==> src/rtl/kernel_a_feeder_pkg.sv <==
// Shared types and default sizes for the kernel_A stream feeder.
package kernel_a_feeder_pkg;

  localparam int STREAMW_DEF  = 32;
  localparam int FIFO_AW_DEF  = 4;
  localparam int NELEMS_W_DEF = 32;

  typedef enum logic [1:0] {
    ST_IDLE  = 2'd0,
    ST_RUN   = 2'd1,
    ST_DRAIN = 2'd2,
    ST_DONE  = 2'd3
  } feeder_state_e;

endpackage

==> src/rtl/stream_fifo_fwft.sv <==
// Synchronous first-word-fall-through FIFO; the head word is visible whenever not empty.
module stream_fifo_fwft #(
  parameter int WIDTH = 64,
  parameter int AW    = 4
) (
  input  logic             clk,
  input  logic             rst,
  input  logic             push,
  input  logic [WIDTH-1:0] wdata,
  input  logic             pop,
  output logic [WIDTH-1:0] rdata,
  output logic             full,
  output logic             empty,
  output logic [AW:0]      count
);

  localparam int DEPTH = 1 << AW;

  logic [WIDTH-1:0] mem_q [DEPTH];
  logic [WIDTH-1:0] mem_d [DEPTH];
  logic [AW-1:0]    wr_ptr_q, wr_ptr_d;
  logic [AW-1:0]    rd_ptr_q, rd_ptr_d;
  logic [AW:0]      count_q, count_d;
  logic             do_push;
  logic             do_pop;

  assign full    = (count_q == (AW+1)'(DEPTH));
  assign empty   = (count_q == '0);
  assign count   = count_q;
  assign do_push = push & ~full;
  assign do_pop  = pop & ~empty;
  // Outputs read as zero while empty so nothing stale leaks out after a flush.
  assign rdata   = empty ? '0 : mem_q[rd_ptr_q];

  always_comb begin
    mem_d    = mem_q;
    wr_ptr_d = wr_ptr_q;
    rd_ptr_d = rd_ptr_q;
    count_d  = count_q;
    if (do_push) begin
      mem_d[wr_ptr_q] = wdata;
      wr_ptr_d        = wr_ptr_q + 1'b1;
    end
    if (do_pop) begin
      rd_ptr_d = rd_ptr_q + 1'b1;
    end
    case ({do_push, do_pop})
      2'b10:   count_d = count_q + 1'b1;
      2'b01:   count_d = count_q - 1'b1;
      default: count_d = count_q;
    endcase
  end

  always_ff @(posedge clk) begin
    if (rst) begin
      wr_ptr_q <= '0;
      rd_ptr_q <= '0;
      count_q  <= '0;
    end else begin
      wr_ptr_q <= wr_ptr_d;
      rd_ptr_q <= rd_ptr_d;
      count_q  <= count_d;
    end
  end

  always_ff @(posedge clk) begin
    mem_q <= mem_d;
  end

endmodule

==> src/rtl/kernel_a_stream_feeder.sv <==
// Splits packed memory words into the kernel's two lanes through a FWFT buffer and
// sequences one counted run per start pulse.
//   state    | meaning
//   ST_IDLE  | waiting for start, nothing accepted
//   ST_RUN   | accepting words until nelems have been pushed
//   ST_DRAIN | all words in, waiting for the last pop
//   ST_DONE  | one-cycle done pulse, then back to idle
module kernel_a_stream_feeder
  import kernel_a_feeder_pkg::*;
#(
  parameter int STREAMW  = STREAMW_DEF,
  parameter int FIFO_AW  = FIFO_AW_DEF,
  parameter int NELEMS_W = NELEMS_W_DEF
) (
  input  logic                 clk,
  input  logic                 rst,
  input  logic                 start,
  input  logic [NELEMS_W-1:0]  nelems,
  output logic                 busy,
  output logic                 done,
  input  logic                 mem_valid,
  output logic                 mem_ready,
  input  logic [2*STREAMW-1:0] mem_data,
  output logic                 ovalid,
  input  logic                 oready,
  output logic [STREAMW-1:0]   vin0_s0,
  output logic [STREAMW-1:0]   vin1_s0,
  output logic [FIFO_AW:0]     fill_level
);

  feeder_state_e        state_q, state_d;
  logic [NELEMS_W-1:0]  nelems_q, nelems_d;
  logic [NELEMS_W-1:0]  in_cnt_q, in_cnt_d;
  logic [NELEMS_W-1:0]  out_cnt_q, out_cnt_d;
  logic                 fifo_full;
  logic                 fifo_empty;
  logic [2*STREAMW-1:0] fifo_rdata;
  logic                 push;
  logic                 pop;

  // Ready looks only at state and occupancy; a pop in the same cycle never frees a full slot.
  assign mem_ready = (state_q == ST_RUN) & ~fifo_full;
  assign push      = mem_valid & mem_ready;
  assign ovalid    = ~fifo_empty;
  assign pop       = ovalid & oready;
  assign busy      = (state_q == ST_RUN) | (state_q == ST_DRAIN);
  assign done      = (state_q == ST_DONE);
  assign vin0_s0   = fifo_rdata[STREAMW-1:0];
  assign vin1_s0   = fifo_rdata[2*STREAMW-1:STREAMW];

  stream_fifo_fwft #(
    .WIDTH (2*STREAMW),
    .AW    (FIFO_AW)
  ) u_fifo (
    .clk   (clk),
    .rst   (rst),
    .push  (push),
    .wdata (mem_data),
    .pop   (pop),
    .rdata (fifo_rdata),
    .full  (fifo_full),
    .empty (fifo_empty),
    .count (fill_level)
  );

  always_comb begin
    state_d   = state_q;
    nelems_d  = nelems_q;
    in_cnt_d  = in_cnt_q;
    out_cnt_d = out_cnt_q;
    case (state_q)
      ST_IDLE: begin
        if (start) begin
          nelems_d  = nelems;
          in_cnt_d  = '0;
          out_cnt_d = '0;
          state_d   = (nelems != '0) ? ST_RUN : ST_DONE;
        end
      end
      ST_RUN: begin
        // The final pop always trails the final push, so RUN never jumps straight to DONE.
        if (push) begin
          in_cnt_d = in_cnt_q + 1'b1;
          if (in_cnt_d == nelems_q) state_d = ST_DRAIN;
        end
        if (pop) out_cnt_d = out_cnt_q + 1'b1;
      end
      ST_DRAIN: begin
        if (pop) begin
          out_cnt_d = out_cnt_q + 1'b1;
          if (out_cnt_d == nelems_q) state_d = ST_DONE;
        end
      end
      default: state_d = ST_IDLE;
    endcase
  end

  always_ff @(posedge clk) begin
    if (rst) begin
      state_q   <= ST_IDLE;
      nelems_q  <= '0;
      in_cnt_q  <= '0;
      out_cnt_q <= '0;
    end else begin
      state_q   <= state_d;
      nelems_q  <= nelems_d;
      in_cnt_q  <= in_cnt_d;
      out_cnt_q <= out_cnt_d;
    end
  end

endmodule

==> config.mk <==
export PLATFORM = sky130hd
export DESIGN_NAME = kernel_a_stream_feeder
export DESIGN_NICKNAME = d
export VERILOG_FILES = /design/src/rtl/kernel_a_feeder_pkg.sv /design/src/rtl/stream_fifo_fwft.sv /design/src/rtl/kernel_a_stream_feeder.sv
export SDC_FILE = /design/constraint.sdc
export NUM_CORES = 1
export LEC_CHECK = 0
export ABC_AREA = 1
export CORE_MARGIN = 5
export CORE_UTILIZATION = 48
export CTS_BUF_LIST = sky130_fd_sc_hd__clkbuf_4 sky130_fd_sc_hd__clkbuf_8 sky130_fd_sc_hd__clkbuf_16
export DETAILED_ROUTE_END_ITERATION = 12
export PLACE_DENSITY = 0.65
export SYNTH_ARGS = -nofsm -noshare
export SYNTH_HDL_FRONTEND = slang
export SYNTH_SLANG_ARGS = --single-unit
==> constraint.sdc <==
create_clock -name clk -period 11.6 [get_ports clk]
set_input_delay 3.48 -clock clk [delete_from_list [all_inputs] [get_ports clk]]
set_output_delay 3.48 -clock clk [all_outputs]
set_load 0.05 [all_outputs]
==> impl_metrics.json <==
{
  "cts_tree": "done",
  "vias": 32054,
  "slew_violations": 0,
  "p_seq_share_pct": 39.2,
  "combPwrFrac_pct": 30.7,
  "end_kind": "output pin",
  "drt-pass1-iter-count": 6,
  "status": "complete, no violations",
  "dieWidth_um": 323,
  "crit_end": "vin0_s0[2]",
  "path_class": "flip-flop to output pin",
  "root_buffer": "clkbuf_16",
  "drt_wl_total_um": 124000,
  "p_sw_share_pct": 36.1,
  "area_growth_pct": 14.1,
  "yosys_warnings": 0,
  "synth_top_area_cell": "edfxtp_1",
  "start_util_pct": 48.5,
  "drtIter0Drc": 3228,
  "critPathMaxStageDelay_ns": 0.92,
  "cp_slowest_cell": "clkdlybuf4s50_1",
  "viasPerCell": 5.87,
  "power_mw": 11.9,
  "grt_antenna_before_repair": 11,
  "layout_min_cycle_time_ns": 8.81,
  "place_congestion": 0.859,
  "clkSinkCount": 1135,
  "syn-num-nets": 4119,
  "layout.cells.non_filler": 5464,
  "yosysTopAreaCellShare_pct": 65.5,
  "grt_pass1_wl_um": 187000,
  "ys.flop_type": "edfxtp_1",
  "register_area_um2": 33000,
  "crit_path_start": "u_fifo.rd_ptr_q[0]$_SDFFE_PP0P_",
  "clk_path_buf_depth": 3,
  "cts_setup_buffers": 0,
  "ys_seq_area_share_pct": 70.2,
  "die_y_um": 323,
  "multi_input_area_um2": 12600,
  "ys_seq_elements": 1135,
  "power_density_nw_per_um2": 222,
  "die_area_um2": 104000,
  "path_max_fanout": 295,
  "worstMarginPinSlew_ns": 1.33,
  "setup_violations": 0,
  "synth_edf_count": 1024,
  "rr_worst_depth": 8,
  "synth_area_leaders": "edfxtp_1 66%, o21ai_0 6.0%, nor2_1 5.1%",
  "cts.repair.resized": 0,
  "hold_viol_final": 0,
  "drive_above_1_share_pct": 7.08,
  "drtAntennaViolNets": 0,
  "avgSynthCellArea_um2": 11.7,
  "n_fill_cell": 8040,
  "io_pins": 174,
  "numCtsBuffers": 115,
  "gr-total-overflow": 0,
  "hold_buffers": 0,
  "hold_path_class": "flip-flop to flip-flop",
  "r2r_slack_ns": 7.96,
  "htreeDepth": 3,
  "port_buffers": 173,
  "placed_cells": 5245,
  "grt_pass1_vias": 30798,
  "leakage_nw": 17.2,
  "wl_per_cell_um": 22.7,
  "ir_worst_vdd_mv": 0.248,
  "cp_cell_sequence": "buf_4, buf_12, o21ai_0, o221ai_1, o211ai_1, a21oi_1, clkdlybuf4s50_1",
  "rsz0062_at_grt": "no",
  "clock_latency_ns": 0.70,
  "p_switching_mw": 4.30,
  "pwr-share-clk_pct": 30.1,
  "synthArstFlopShare_pct": 0,
  "p_int_mw": 7.62,
  "grt_use_total_pct": 23.3,
  "clkTransAtPathRegs_ns": 0.06,
  "synth_cell_types": 42,
  "r2r-start": "state_q[1]$_SDFFE_PP0P_",
  "startpoint_type": "flip-flop",
  "fmax_ghz": 0.113,
  "core-area_um2": 96900,
  "cp.arrival_ns": 5.33,
  "cp.required_ns": 8.12,
  "netlist_instances": 4002,
  "netlist_area_um2": 46900,
  "slew_headroom_pct": 11.3,
  "r2r-end": "u_fifo.mem_q[744]$_DFFE_PP_",
  "fin_nets": 4203,
  "grt_start_max_net_pins": 296,
  "fin_tns_setup_ns": 0,
  "post-route-period-util_pct": 76.0,
  "dp_hpwl_um": 63700,
  "cap_violations": 0,
  "rows": 114,
  "drc_errors": 0,
  "skew_ns": 0.0198
}
-- worst min-delay path by stage --
stage	from	endpoint	depth (start not counted)
global route	in_cnt_q[31]$_SDFFE_PP0P_	in_cnt_q[31]$_SDFFE_PP0P_	2
CTS	in_cnt_q[31]$_SDFFE_PP0P_	in_cnt_q[31]$_SDFFE_PP0P_	2
detailed placement	in_cnt_q[31]$_SDFFE_PP0P_	in_cnt_q[31]$_SDFFE_PP0P_	2
floorplan	in_cnt_q[31]$_SDFFE_PP0P_	in_cnt_q[31]$_SDFFE_PP0P_	2
finish	in_cnt_q[31]$_SDFFE_PP0P_	in_cnt_q[31]$_SDFFE_PP0P_	2
global placement	in_cnt_q[31]$_SDFFE_PP0P_	in_cnt_q[31]$_SDFFE_PP0P_	2
-- power groups by stage --
| stage | combinational [mW] | clock, mW | sequential [mW] |
|---|---|---|---|
| CTS | 3.67 | 3.64 | 4.67 |
| global placement | 3.63 | 0 | 4.76 |
| detailed placement | 3.66 | 0 | 4.76 |
| floorplan | 2.44 | 0 | 4.71 |
| finish | 3.65 | 3.59 | 4.67 |
| global route | 3.95 | 3.82 | 4.68 |
-- layout make-up --
cell class | instances | area share [%]
inverter | 142 | 1.03
timing repair buffer | 218 | 3.90
clock inverter | 73 | 1.11
clock buffer | 141 | 5.77
sequential | 1135 | 61.6
multi-input combinational | 2474 | 23.6
tap | 1276 | 2.98
antenna | 5 | 0.0234
-- state kept, by name, indices dropped and copies added, names as in the netlist --
signal,flops
in_cnt_q,32
nelems_q,32
out_cnt_q,32
state_q,2
u_fifo.count,5
u_fifo.mem_q,1024
u_fifo.rd_ptr_q,4
u_fifo.wr_ptr_q,4
-- metal layers --
metal  vias up  track usage (%)  share of wire (%)
met5         -                0              0.035
met4         6             7.74                3.1
met3       247             3.65                6.5
met2      1149             38.9                 48
met1     15762             31.6                 42
li1      14890                -                  -
-- synth_stat cells (4+ instances only) --
master,n
nor4_1,9
o21bai_1,5
xnor2_1,8
buf_2,4
inv_1,136
nand4_1,11
xnor3_1,4
nor2_1,639
nand2_2,6
buf_1,11
a21oi_1,175
nor2_4,10
o211ai_1,69
nand3b_1,8
o22ai_1,69
inv_2,4
xor2_1,13
nor3_1,6
ha_1,15
edfxtp_1,1024
o21ai_0,561
o221ai_1,187
clkbuf_1,236
nand3_1,210
nor2_2,7
nand2_1,444
dfxtp_1,111
-- cell families after synthesis --
kind of cell,count (synthesis),synth area share [%]
AOI/OAI and AO/OA,1073,13.5
xor gates and xnor gates,27,0.669
adders and majority gates,16,0.442
buffers and inverters,393,3.15
DFF,1135,70.2
and+or+nand+nor,1358,12.0
-- critical path: cells and delay by family (launching register included) --
family	cells	cell delay [ns]
AO/OA/AOI/OAI	4	1.04
buffers and inverters	3	2.36
flip-flops	1	0.84
-- metrics by stage --
stage / hold slack, ns / area (µm²) / util [%] / worst slack (ns)
after detailed placement: 0.473 / 49900 / 51.5 / 3.53
after global routing: 0.525 / 53600 / 55.3 / 2.52
after global placement: 0.463 / 49900 / 51.5 / 3.61
after floorplan: 0.449 / 46900 / - / 4.49
after CTS: 0.485 / 53500 / 55.3 / 2.78
final: 0.482 / 53600 / 55.3 / 2.79
-- cells in the final DEF, fill, tap and decap left out, types with 3 or more instances in the layout --
cell / count
a21oi_1: 175
buf_4: 43
bufinv_16: 6
clkbuf_16: 116
clkbuf_4: 25
clkdlybuf4s50_1: 172
clkinv_1: 29
clkinv_2: 23
clkinv_4: 3
clkinv_8: 4
clkinvlp_4: 6
dfxtp_1: 107
dfxtp_4: 4
diode_2: 5
edfxtp_1: 1024
ha_1: 15
inv_1: 133
nand2_1: 443
nand2_2: 7
nand3_1: 210
nand3b_1: 8
nand4_1: 11
nor2_1: 623
nor2_2: 7
nor2_4: 26
nor3_1: 5
nor4_1: 9
o211ai_1: 69
o21ai_0: 561
o21bai_1: 5
o221ai_1: 187
o22ai_1: 69
xnor2_1: 8
xnor3_1: 4
xor2_1: 13
Power figures use the tool's default switching activity.
